$ cat config.mk
export PLATFORM = sky130hd
export DESIGN_NAME = learn_judge
export DESIGN_NICKNAME = d
export VERILOG_FILES = /design/src/rtl/learn_judge.sv
export SDC_FILE = /design/constraint.sdc
export NUM_CORES = 1
export LEC_CHECK = 0
export ABC_AREA = 1
export CORE_ASPECT_RATIO = 1.4
export CORE_MARGIN = 2
export CORE_UTILIZATION = 54
export CTS_BUF_LIST = sky130_fd_sc_hd__clkbuf_4 sky130_fd_sc_hd__clkbuf_8
export DETAILED_ROUTE_END_ITERATION = 6
export PLACE_DENSITY = 0.8
export SYNTH_ARGS = -nofsm -noshare
export SYNTH_HDL_FRONTEND = slang
export SYNTH_SLANG_ARGS = --single-unit
$ cat constraint.sdc
create_clock -name clk -period 4.1 [get_ports clk]
set_input_delay 0.82 -clock clk [delete_from_list [all_inputs] [get_ports clk]]
set_output_delay 0.82 -clock clk [all_outputs]
set_load 0.02 [all_outputs]
$ cat src/rtl/learn_judge.sv
// Judges each expected note as hit or miss within a timing window, keeps
// saturating hit/miss/streak statistics, a streak-driven level and a final grade.
module learn_judge #(
   parameter int unsigned WINDOW_CYCLES   = 50_000_000,
   parameter int unsigned CNT_W           = 8,
   parameter int unsigned LEVEL_UP_STREAK = 8,
   parameter int unsigned MAX_LEVEL       = 9
) (
   input  logic             clk,
   input  logic             rst,
   input  logic             note_valid,
   input  logic [3:0]       note_exp,
   input  logic             key_valid,
   input  logic [3:0]       key_code,
   input  logic             song_done,
   output logic             hit,
   output logic             miss,
   output logic [CNT_W-1:0] hit_count,
   output logic [CNT_W-1:0] miss_count,
   output logic [CNT_W-1:0] streak,
   output logic [CNT_W-1:0] max_streak,
   output logic [3:0]       level,
   output logic [2:0]       grade,
   output logic             busy
);

   localparam int unsigned TMR_W = (WINDOW_CYCLES > 1) ? $clog2(WINDOW_CYCLES) : 1;
   localparam int unsigned GW    = CNT_W + 3;
   localparam logic [CNT_W-1:0] CNT_MAX = '1;

   typedef enum logic [1:0] {IDLE, WAIT_KEY, DONE} state_t;

   state_t           state_q, state_d;
   logic [3:0]       note_q, note_d;
   logic [TMR_W-1:0] timer_q, timer_d;
   logic             hit_q, hit_d, miss_q, miss_d;
   logic [CNT_W-1:0] hit_count_q, hit_count_d;
   logic [CNT_W-1:0] miss_count_q, miss_count_d;
   logic [CNT_W-1:0] streak_q, streak_d;
   logic [CNT_W-1:0] max_streak_q, max_streak_d;
   logic [3:0]       level_q, level_d;
   logic [2:0]       grade_q, grade_d;

   logic             judge_hit, judge_miss;
   logic [CNT_W-1:0] streak_inc;
   logic [GW-1:0]    tot_w, hit_w;
   logic [2:0]       grade_calc;

   // Grade thresholds use shifted integer compares instead of a divide.
   always_comb begin
      hit_w = GW'(hit_count_q);
      tot_w = GW'(hit_count_q) + GW'(miss_count_q);
      if (tot_w == '0)                            grade_calc = 3'd0;
      else if (hit_w == tot_w)                    grade_calc = 3'd5;
      else if ((hit_w << 2) >= (tot_w << 1) + tot_w) grade_calc = 3'd4;
      else if ((hit_w << 1) >= tot_w)             grade_calc = 3'd3;
      else if ((hit_w << 2) >= tot_w)             grade_calc = 3'd2;
      else                                        grade_calc = 3'd1;
   end

   always_comb begin
      state_d      = state_q;
      note_d       = note_q;
      timer_d      = timer_q;
      hit_d        = 1'b0;
      miss_d       = 1'b0;
      hit_count_d  = hit_count_q;
      miss_count_d = miss_count_q;
      streak_d     = streak_q;
      max_streak_d = max_streak_q;
      level_d      = level_q;
      grade_d      = grade_q;
      judge_hit    = 1'b0;
      judge_miss   = 1'b0;
      streak_inc   = (streak_q == CNT_MAX) ? streak_q : streak_q + 1'b1;

      unique case (state_q)
         IDLE: begin
            if (song_done) begin
               state_d = DONE;
            end else if (note_valid) begin
               note_d  = note_exp;
               timer_d = '0;
               state_d = WAIT_KEY;
            end
         end
         WAIT_KEY: begin
            timer_d = timer_q + 1'b1;
            // A key is judged unless a new note arrives on the same cycle.
            if (key_valid && !note_valid) begin
               judge_hit  = (key_code == note_q);
               judge_miss = (key_code != note_q);
            end else if (note_valid || song_done ||
                         timer_q == TMR_W'(WINDOW_CYCLES - 1)) begin
               judge_miss = 1'b1;
            end
            if (song_done) begin
               state_d = DONE;
            end else if (note_valid) begin
               note_d  = note_exp;
               timer_d = '0;
            end else if (judge_hit || judge_miss) begin
               state_d = IDLE;
            end
         end
         DONE: grade_d = grade_calc;
         default: state_d = IDLE;
      endcase

      if (judge_hit) begin
         hit_d       = 1'b1;
         hit_count_d = (hit_count_q == CNT_MAX) ? hit_count_q : hit_count_q + 1'b1;
         streak_d    = streak_inc;
         if (streak_inc > max_streak_q) max_streak_d = streak_inc;
         if ((32'(streak_inc) % LEVEL_UP_STREAK) == 32'd0 && level_q < 4'(MAX_LEVEL))
            level_d = level_q + 1'b1;
      end
      if (judge_miss) begin
         miss_d       = 1'b1;
         miss_count_d = (miss_count_q == CNT_MAX) ? miss_count_q : miss_count_q + 1'b1;
         streak_d     = '0;
      end
   end

   always_ff @(posedge clk) begin
      if (rst) begin
         state_q      <= IDLE;
         note_q       <= '0;
         timer_q      <= '0;
         hit_q        <= 1'b0;
         miss_q       <= 1'b0;
         hit_count_q  <= '0;
         miss_count_q <= '0;
         streak_q     <= '0;
         max_streak_q <= '0;
         level_q      <= '0;
         grade_q      <= '0;
      end else begin
         state_q      <= state_d;
         note_q       <= note_d;
         timer_q      <= timer_d;
         hit_q        <= hit_d;
         miss_q       <= miss_d;
         hit_count_q  <= hit_count_d;
         miss_count_q <= miss_count_d;
         streak_q     <= streak_d;
         max_streak_q <= max_streak_d;
         level_q      <= level_d;
         grade_q      <= grade_d;
      end
   end

   assign hit        = hit_q;
   assign miss       = miss_q;
   assign hit_count  = hit_count_q;
   assign miss_count = miss_count_q;
   assign streak     = streak_q;
   assign max_streak = max_streak_q;
   assign level      = level_q;
   assign grade      = grade_q;
   assign busy       = (state_q == WAIT_KEY);

endmodule

### Word level (Yosys, flattened, before mapping)

Cells that the tools add are included.

| storage, ports and cells | value |
|---|---|
| bits in registers | 73 |
| output and inout bits | 42 |

| cells by class | value |
|---|---|
| add/subtract/negate cells | 7 |
| order comparisons | 5 |
| equal/unequal tests | 14 |
| mux-type cells | 26 |
| bitwise logic cells | 4 |
| reduce and logical (&&, ||, !) cells | 19 |

Operator list:

| cell | number |
|---|---|
| 26-bit 2-to-1 mux | 4 |
| 26-bit one-hot mux with 2 select lines | 1 |
| 32-bit zero test | 1 |
| 26-bit by 1-bit adder with 26-bit output (second input constant) | 1 |
| 26-bit equality test (second input constant) | 1 |
| 8-bit by 1-bit adder with 8-bit output (second input constant) | 3 |
| 8-bit equality test (second input constant) | 3 |
| 2-bit 2-to-1 mux | 7 |
| 10-bit by 9-bit adder with 11-bit output | 1 |
| 10-bit by 11-bit greater-or-equal comparator with 1-bit output | 1 |
| 11-bit zero test | 1 |
| 10-bit by 9-bit greater-or-equal comparator with 1-bit output | 1 |
| 8-bit by 8-bit adder with 9-bit output | 1 |
| 8-bit by 9-bit equality test with 1-bit output | 1 |
| 9-bit greater-or-equal comparator | 1 |
| 1-bit 2-to-1 mux | 9 |
| 3-bit 2-to-1 mux | 3 |
| 8-bit greater-than comparator | 1 |
| 8-bit 2-to-1 mux | 1 |
| 2-bit AND reduction | 4 |
| 3-bit inequality test (second input constant) | 2 |
| 2-bit one-hot mux with 3 select lines | 1 |
| 3-bit AND reduction | 2 |
| 4-bit by 1-bit adder with 4-bit output (second input constant) | 1 |
| 15 further kinds | 23 |

### Logic depth before layout (Yosys ltp)

Gate-level depths: netlist (run 1).

| logic depth | value |
|---|---|
| depth in word-level cells | 10 |
| mapped depth | 31 |

### Worst setup path after synthesis (run 1)

Ideal clock, no wire load.

| path | value |
|---|---|
| kind | register -> register |
| from | reg hit_count_q[0] (netlist: hit_count[0]) |
| to | reg grade_q[1] (netlist: grade[1]) |
| setup time | 0.128 ns |
| data arrival time | 3.826 ns |
| data required time | 3.972 ns |
| path slack | 0.147 ns |
| cell stages (with the launch flop) | 28 |
| buffers on the path | 0 |
| period minus slack after synthesis | 3.953 ns |
| path through | dfxtp_1 ha_1 fa_1 xnor2_1 inv_1 ha_1 a21oi_1 nand2_1 a21o_1 nand2_1 nand2_1 nand3_2 nand2_2 xor2_1 ha_1 nand2_1 inv_1 nand3_1 o21bai_1 a21oi_1 nand2_1 a21oi_1 nor2_1 nand2_1 nand2_1 nor2_1 nor2_1 nor2_1 |

| between the ends | value |
|---|---|
| cells in the longest elaborated chain, start to end | 7 |
| elaborated cells between the ends (all ways) | 12 |
| those cells by class | add/sub (2); order compare (3); eq/ne (1); mux (5); reduce/logical (1) |

RTL lines:

| item | line | RTL |
|---|---|---|
| from (decl) | 37 | `logic [CNT_W-1:0] hit_count_q, hit_count_d;` |
| from (signal assigned) | 144 | `hit_count_q <= hit_count_d;` |
| parallel branches: the longest is 6 deep, another holds 10-bit by 9-bit adder with 11-bit output | - |  |
| 3-bit 2-to-1 mux * | 53 | `if (tot_w == '0) grade_calc = 3'd0;` |
| to (signal assigned) | 149 | `grade_q <= grade_d;` |
| to (decl) | 42 | `logic [2:0] grade_q, grade_d;` |

Every way passes the cells marked *.
A chain may end at the register's enable or synchronous reset.

### Worst setup path in the final report (run 1)

| path | value |
|---|---|
| from | reg miss_count_q[2] (netlist: miss_count[2]) |
| to | reg grade_q[1] (netlist: grade[1]) |

| between the ends | value |
|---|---|
| cells in the longest elaborated chain, start to end | 7 |
| elaborated cells between the ends (all ways) | 12 |
| those cells by class | add/sub (2); order compare (3); eq/ne (1); mux (5); reduce/logical (1) |

RTL lines:

| item | line | RTL |
|---|---|---|
| from (decl) | 38 | `logic [CNT_W-1:0] miss_count_q, miss_count_d;` |
| from (signal assigned) | 145 | `miss_count_q <= miss_count_d;` |
| 8-bit by 8-bit adder with 9-bit output * | 52 | `tot_w = GW'(hit_count_q) + GW'(miss_count_q);` |
| parallel branches: the longest is 5 deep, another holds 10-bit by 9-bit adder with 11-bit output | - |  |
| 3-bit 2-to-1 mux * | 53 |  |

Marks and branches as above.

==> results.txt, run 1 <==
The flow ran to the end, and the final reports show no timing, DRC or antenna violations. In this run the core area contains 42 standard-cell rows. The number of sinks on the clock net came out at 73. In this run the worst path has a maximum fanout of 6. The standard cell area after detailed placement was 5969 sq um; the required time of the critical path was 4350 ps. The aggregate global routing overflow was 0. The share of synthesized flip-flops with an asynchronous set or reset works out to 0%.

Tracing the worst setup path back leads to its startpoint at miss_count[2]. The final critical-path share of the clock period is 91.53%, and the area occupied by multi-input gates is 3328 sq um. Yosys mapped the design onto 50 distinct sky130hd cell types. After detailed routing, the average wire length per cell comes to 14.70 um.

STA classifies the critical path startpoint as a flip-flop. Sequential cells were found to cover 27.86% of the synthesized design area. Summed over all failing endpoints, the final setup total negative slack is 0 ps.

The number of warnings issued by yosys is 0, and the pin count of the biggest net entering global routing is 32. The highest clock frequency the design can meet is 266.5 MHz, and the count of H-tree levels built during CTS is 3. For this run, the slowest stage of the critical path takes 410 ps. The run gives 62.37% as the relative slew slack. Counting flops with a built-in enable in the synthesized netlist gives 0. The run gives 0.001590 W as the overall power consumption. For the worst setup skew after layout, the log shows 9.336 ps. The leading register cell type out of synthesis is sky130_fd_sc_hd__dfxtp_1. The initial core utilization is 55.46%.

The worst setup path is captured at a flip-flop. For this design, the slowest cell found on the critical path is sky130_fd_sc_hd__ha_2. The worst register-to-register path begins at miss_count[2].

After synthesis the netlist holds a flip-flop and latch count of 73. The estimated wirelength of the detail-placed design is 10750 um, and the average size of a mapped cell is 7.004 sq um. Of the cells placed in the final design, the portion with a size suffix greater than 1 is 10.11%.

In this run the standard cell core region covers 9459 sq um. The ratio of routed vias to standard cells was 5.652. The library cells used most frequently in the layout, excluding fill and tap cells, are sky130_fd_sc_hd__nand2_1 (158), sky130_fd_sc_hd__inv_1 (105), sky130_fd_sc_hd__dfxtp_1 (72). The logs give 6183 sq um for the final standard cell area without fillers and 134.2 uV for the worst IR drop on VDD. No sink is reached through more buffers than the 2 on the longest clock path. The logs give 0 for the number of failing hold endpoints at the final stage and 27.24% for the aggregate global-route resource usage.

From left edge to right edge, the die measures 87.31 um. The tree is rooted in a sky130_fd_sc_hd__clkbuf_8. The startpoint of the tightest hold check path is grade[2]. The detail route stage leaves a number of antenna-violating nets equal to 0. The logs give 0.9419 for the final estimated routing congestion in global placement and 4000 ps for the endpoint arrival time on the critical path. The final-stage net count is 882, and the number of detailed-routing iterations run before antenna repair is 5.

The power per standard cell area works out to 257.2 nW/um^2. Net count of the mapped netlist: 815. Number of antenna violations at the first check in global routing: 0. Max-cap violations in this run came to 0. The classification of the worst-slack hold path is reg -> reg. The number of clock buffers added by TritonCTS is 9. The die covers 10530 sq um.

TritonCTS built the clock tree. The setup path with the least slack is of type reg -> reg. The port buffer count is 54. Post-CTS timing repair inserted 0 buffers for setup. The worst path in the final design needs a cycle of 3753 ps, including I/O delays and setup. The synthesis-to-layout area growth was 17.86%; the vertical die dimension was 120.6 um. Setup violations remaining at the end of the flow were counted as 0.

The first-pass GRT wire length is 22840 um, and the clock insertion delay at the later pin of the skew report is 370 ps. Cells fill 65.37% of the core in the end. The tools report the footprint of the flip-flops and latches as 1463 sq um. The number of global-route vias before repair was 5234. Grouping stages by cell kind, the critical path spends the most delay in simple AND/OR/NAND/NOR gates. After detailed routing, the number of remaining DRC violations is 0. The detailed router finished its first iteration with 266 violations. Counting every instance in the synthesized netlist gives 749. 55 I/O pins were placed. Counting the fill cells in the layout gives 834. The critical path's most frequent cell is sky130_fd_sc_hd__nand2_1.

The diode insertion count for antenna repair was 0; the static leakage was 2.605 nW. For the pin with the worst max-slew slack, the measured transition is 560.2 ps. The leading cell type in the layout, fill and taps excluded was sky130_fd_sc_hd__nand2_1.

The final number of max-transition violations was 0; the total number of vias was 5262. After clock tree synthesis, the clock-pin slew on the worst setup and hold paths is 70 ps. The routed design has 13690 um of wire. Post-synthesis instance area: 5246 sq um. Counting both buffers and inverters, the worst setup path holds a total of 3.
## path summary, 6_finish.rpt
| path | slack [ps] | end | depth (start not counted) |
|---|---|---|---|
| hold reg to reg | 470 | grade[2] | 2 |
| setup / recovery | 350 | grade[1] | 31 |
| setup reg to reg | 350 | grade[1] | 31 |
| hold / removal | 470 | grade[2] | 2 |
## synth_stat cells (13+ instances only)
| cell type | number | area [sq um] |
|---|---|---|
| sky130_fd_sc_hd__nand3_1 | 36 | 180.2 |
| sky130_fd_sc_hd__a21oi_1 | 67 | 335.3 |
| sky130_fd_sc_hd__dfxtp_1 | 73 | 1461 |
| sky130_fd_sc_hd__nand2_1 | 158 | 593.1 |
| sky130_fd_sc_hd__nor3_1 | 24 | 120.1 |
| sky130_fd_sc_hd__nand4_1 | 13 | 81.33 |
| sky130_fd_sc_hd__nor2_1 | 57 | 214.0 |
| sky130_fd_sc_hd__a211oi_1 | 14 | 105.1 |
| sky130_fd_sc_hd__nand2_2 | 14 | 87.58 |
| sky130_fd_sc_hd__xor2_1 | 15 | 131.4 |
| sky130_fd_sc_hd__inv_1 | 105 | 394.1 |
| sky130_fd_sc_hd__o21ai_0 | 34 | 170.2 |
| sky130_fd_sc_hd__ha_1 | 51 | 638.1 |
## area by class of cell
type                       instances  share of cell area, %
timing repair buffer              64                  9.955
clock buffer                      11                  2.347
multi-input combinational        551                  53.82
sequential                        73                  23.65
inverter                         117                  7.102
tap                              110                  2.226
clock inverter                     5                 0.8903
## report_power, final
part           switching [W]  internal (W)
combinational       0.000177      0.000102
clock               0.000274      0.000302
sequential         0.0000117      0.000723
total               0.000463       0.00113
## through the flow
step	worst slack [ps]	std cells	hold WS, ps
3_3_place_gp	354.6	915	454.0
6_report	347.1	931	469.2
4_1_cts	150.2	931	466.7
3_5_place_dp	191.7	915	457.3
2_1_floorplan	146.7	749	434.5
5_1_grt	-0.9752	931	495.3
## layer usage
layer	up-vias	track usage, %	part of all wire, %
li1	2629	-	-
met1	2439	28.93	39
met5	-	0	0
met4	0	18.17	5.4
met2	143	49.34	52
met3	51	2.594	3.5
## flip-flops by register name, indices dropped and copies added (netlist names), 3 cells and up
signal,count
timer_q,26
note_q,4
streak,8
level,4
miss_count,8
max_streak,8
hit_count,8
grade,3
## kinds of logic (layout without fill, tap and decap cells)
logic type                 Yosys count  in the layout  synth area share, %
and+or+nand+nor                    333            333                30.46
AOI/OAI and AO/OA                  145            145                16.48
buffers and inverters              125            197                8.943
DFF                                 73             73                27.86
adders and majority gates           53             53                12.93
xor gates and xnor gates            20             20                3.339
## worst reg2reg max path, delay by kind of cell (launching register included)
family	cells	cell delay [ps]
AOI/OAI and AO/OA	5	560
xor gates and xnor gates	1	150
adders and majority gates	3	980
buffers and inverters	3	140
DFF	1	340
and+or+nand+nor	19	1470
## what timing repair did
| item | in CTS | in global routing |
|---|---|---|
| hold buffers | 0 | 0 |
| resized for setup | 0 | 5 |
| endpoints found under the setup margin | 0 | 3 |
No activity file was read; power rests on OpenSTA's default activity.
==> run 2: changes to the inputs <==
--- a/config.mk
+++ b/config.mk
@@ -7,7 +7,7 @@
 export LEC_CHECK = 0
 export ABC_AREA = 1
 export CORE_ASPECT_RATIO = 1.4
-export CORE_MARGIN = 2
+export CORE_MARGIN = 8
 export CORE_UTILIZATION = 54
 export CTS_BUF_LIST = sky130_fd_sc_hd__clkbuf_4 sky130_fd_sc_hd__clkbuf_8
 export DETAILED_ROUTE_END_ITERATION = 6
==> results.txt, run 2 (synthesis results as in run 1) <==
The final critical-path share of the clock period is 91.59% (about the same). The highest cell delay on the worst timing path was 380 ps (-30 ps). The maximum clock insertion buffer count is 2 (unchanged). Number of I/O pins: 55 (unchanged).

The clock transition time at the flip-flop clock pins of the worst setup and hold paths came out at 80 ps (about the same). Family with the most delay on the worst path: adder cells. The tightest min-delay check is of the reg -> reg type. The max-cap check violation count was 0 (unchanged).

The flow ran to the end, and the final reports show no timing, DRC or antenna violations. The relative slew slack is 59.92% (-2.4 points). The run gives 0 (unchanged) as the number of remaining DRC errors. The number of global-route vias before repair is 5220 (-0.27%). The final sum of negative setup slack is 0 ps (unchanged), and the count of buffering cells on the critical path with inverters included is 2 (-1). The tools report the count of H-tree levels built during CTS as 3 (unchanged).

Relative to the synthesized area, the layout overhead comes to 18.51%. The part of the total power dissipated in sequential elements came out at 45.9% (-0.3 points). The run gives 471.9 ps (+2.628 ps) as the worst-case hold slack. The peak fanout along the critical path is 4 (-2). The tools report the final number of max-transition violations as 0 (unchanged). The number of filler instances in the final layout came out at 858 (+2.9%).

The aggregate global routing overflow was 0 (unchanged); the number of sinks on the clock net was 73 (unchanged). The cell type of the slowest stage on the worst timing path is sky130_fd_sc_hd__fa_2. The run gives 0 (unchanged) as the number of antenna-violating nets in the routed design.

The number of buffers added to fix hold violations after cts came out at 0 (unchanged). The part of the power in the clock network came out at 36.3% (about the same). The library cell used most frequently in the layout, excluding fill and tap cells, is sky130_fd_sc_hd__nand2_1. The pin count of the biggest net entering global routing is 32 (unchanged). The vertical die dimension is 132.6 um (+9.9%), and the number of failing hold endpoints at the final stage is 0 (unchanged). STA classifies the critical path startpoint as a flip-flop. The worst IR drop on VDD came out at 155.9 uV (+16%). The power per standard cell area was 257.6 nW/um^2 (+0.18%). The critical path class is reg -> reg. The number of rows in the core area came out at 42 (unchanged).

The library cells used most frequently in the layout, excluding fill and tap cells, are sky130_fd_sc_hd__nand2_1 (158), sky130_fd_sc_hd__inv_1 (105), sky130_fd_sc_hd__dfxtp_1 (71). The port buffer count is 54 (unchanged), and the footprint of the flip-flops and latches is 1464 sq um (about the same). The number of flip-flops under the largest register name is 26 (unchanged). The aggregate global-route resource usage came out at 22.00% (-5.2 points). The required time of the critical path came out at 4390 ps (+40 ps).

The minimum clock period is 3755 ps (+2.270 ps). The die extent in x came out at 99.31 um (+14%). In this design, the critical path's most frequently occurring cell is sky130_fd_sc_hd__nand2_1.

The static leakage came out at 2.627 nW (+0.85%). The area occupied by multi-input gates was 3338 sq um (+0.30%); the first-pass GRT wire length was 23910 um (+4.7%). The share of post-route cells with drive strength above 1 is 10.56% (+0.45 points). STA classifies the critical path endpoint as a flip-flop.

The root buffer cell chosen for the clock tree is sky130_fd_sc_hd__clkbuf_8. Number of buffers created by CTS: 9 (unchanged). TritonCTS built the clock tree.

Setup repair after global routing left no endpoint under its margin. The die area is 13170 sq um (+25%), and the net switching fraction of the power is 28.67% (-0.45 points). The number of detailed-routing iterations run before antenna repair was 4 (-1); the diode insertion count for antenna repair was 0 (unchanged). The clock insertion delay at the later pin of the skew report is 360 ps (about the same). The power spent charging and discharging nets was 0.0004591 W (-0.82%); the proportion of power drawn by combinational gates was 17.7% (about the same). The tools report the core region area as 9459 sq um (unchanged). The ratio of routed vias to standard cells was 5.532 (-2.1%); the number of antenna violations at the first check in global routing was 0 (unchanged). The slew at the pin with the worst max-slew slack is 596.6 ps (+36.41 ps). The total routed wirelength is 14170 um (+3.5%). The largest register by flop count was timer_q. The wire length per cell after detailed routing is 15.17 um (+3.2%).

The run gives 885 (+0.34%) as the final-stage net count. The run gives 5167 (-1.8%) as the total number of vias. The run gives 0.9621 (+2.1%) as the final estimated routing congestion in global placement. The endpoint arrival time on the critical path was 4040 ps (+40 ps); the highest clock frequency the design can meet was 266.3 MHz (about the same).

The estimated wirelength of the detail-placed design was 11150 um (+3.8%). For the total of endpoints with negative setup slack in the final report, the log shows 0 (unchanged). The worst setup skew after layout was 8.093 ps (-1.243 ps). For the number of DRC violations after detailed-routing iteration 0, the log shows 172 (-35%). The internal cell power was 0.001142 W (+1.4%); the initial core utilization was 55.46% (unchanged).
[run 2: worst register-to-register path: cells and delay by family (launching register included)]
kind                     cells  cell delay [ps]
flip-flops                   1              340
XOR/XNOR                     2              360
adder cells (fa/ha/maj)      4             1200
AND/OR/NAND/NOR             13              860
AO/OA/AOI/OAI                6              760
buffers and inverters        2              150
[run 2: stage by stage]
stage | instances | worst slack, ps | total power, W | utilization (%) | cell area (sq um)
6_report | 934 | 344.9 | 0.001602 | 65.73 | 6217
3_3_place_gp | 915 | 350.8 | 0.001026 | 63.11 | 5969
3_5_place_dp | 915 | 167.1 | 0.001034 | 63.11 | 5969
4_1_cts | 931 | 132.4 | 0.001606 | 65.22 | 6170
2_1_floorplan | 749 | 146.7 | 0.0009356 | - | 5246
5_1_grt | 934 | 31.34 | 0.001675 | 65.73 | 6217
[run 2: per-layer routing]
layer	vias up	wire, um	GRT usage (%)
met5	-	0	0
met4	0	539	12.16
met3	38	468	2.887
met2	102	7454	41.03
met1	2393	5707	22.83
li1	2634	-	-
[run 2: final cells by class]
type / instances / area share (%)
multi-input cells: 551 / 53.69
flip-flops and latches: 73 / 23.55
repair buffers: 67 / 10.26
inverters: 117 / 7.064
clock buffers: 13 / 2.576
well taps: 110 / 2.214
clock inverters: 3 / 0.6440
[run 2: power by group through the flow]
stage / Clock, W / Sequential (W) / Combinational (W)
after floorplan: 0 / 0.000757 / 0.000178
after global placement: 0 / 0.000750 / 0.000276
after detailed placement: 0 / 0.000751 / 0.000283
after CTS: 0.000587 / 0.000735 / 0.000284
after global routing: 0.000623 / 0.000738 / 0.000315
final: 0.000582 / 0.000735 / 0.000284
[run 2: what timing repair did]
item                                    CTS  global route
buffers inserted                          0             3
resized for setup                         0             7
endpoints found under the setup margin    0             3
[run 2: path summary, 6_finish.rpt]
| path | start | to | slack (ps) | cells after the start |
|---|---|---|---|---|
| worst max-delay path | miss_count[0] | grade[0] | 340 | 27 |
| worst min-delay path | grade[2] | grade[2] | 470 | 2 |
| worst max register to register | miss_count[0] | grade[0] | 340 | 27 |
| worst min register to register | grade[2] | grade[2] | 470 | 2 |
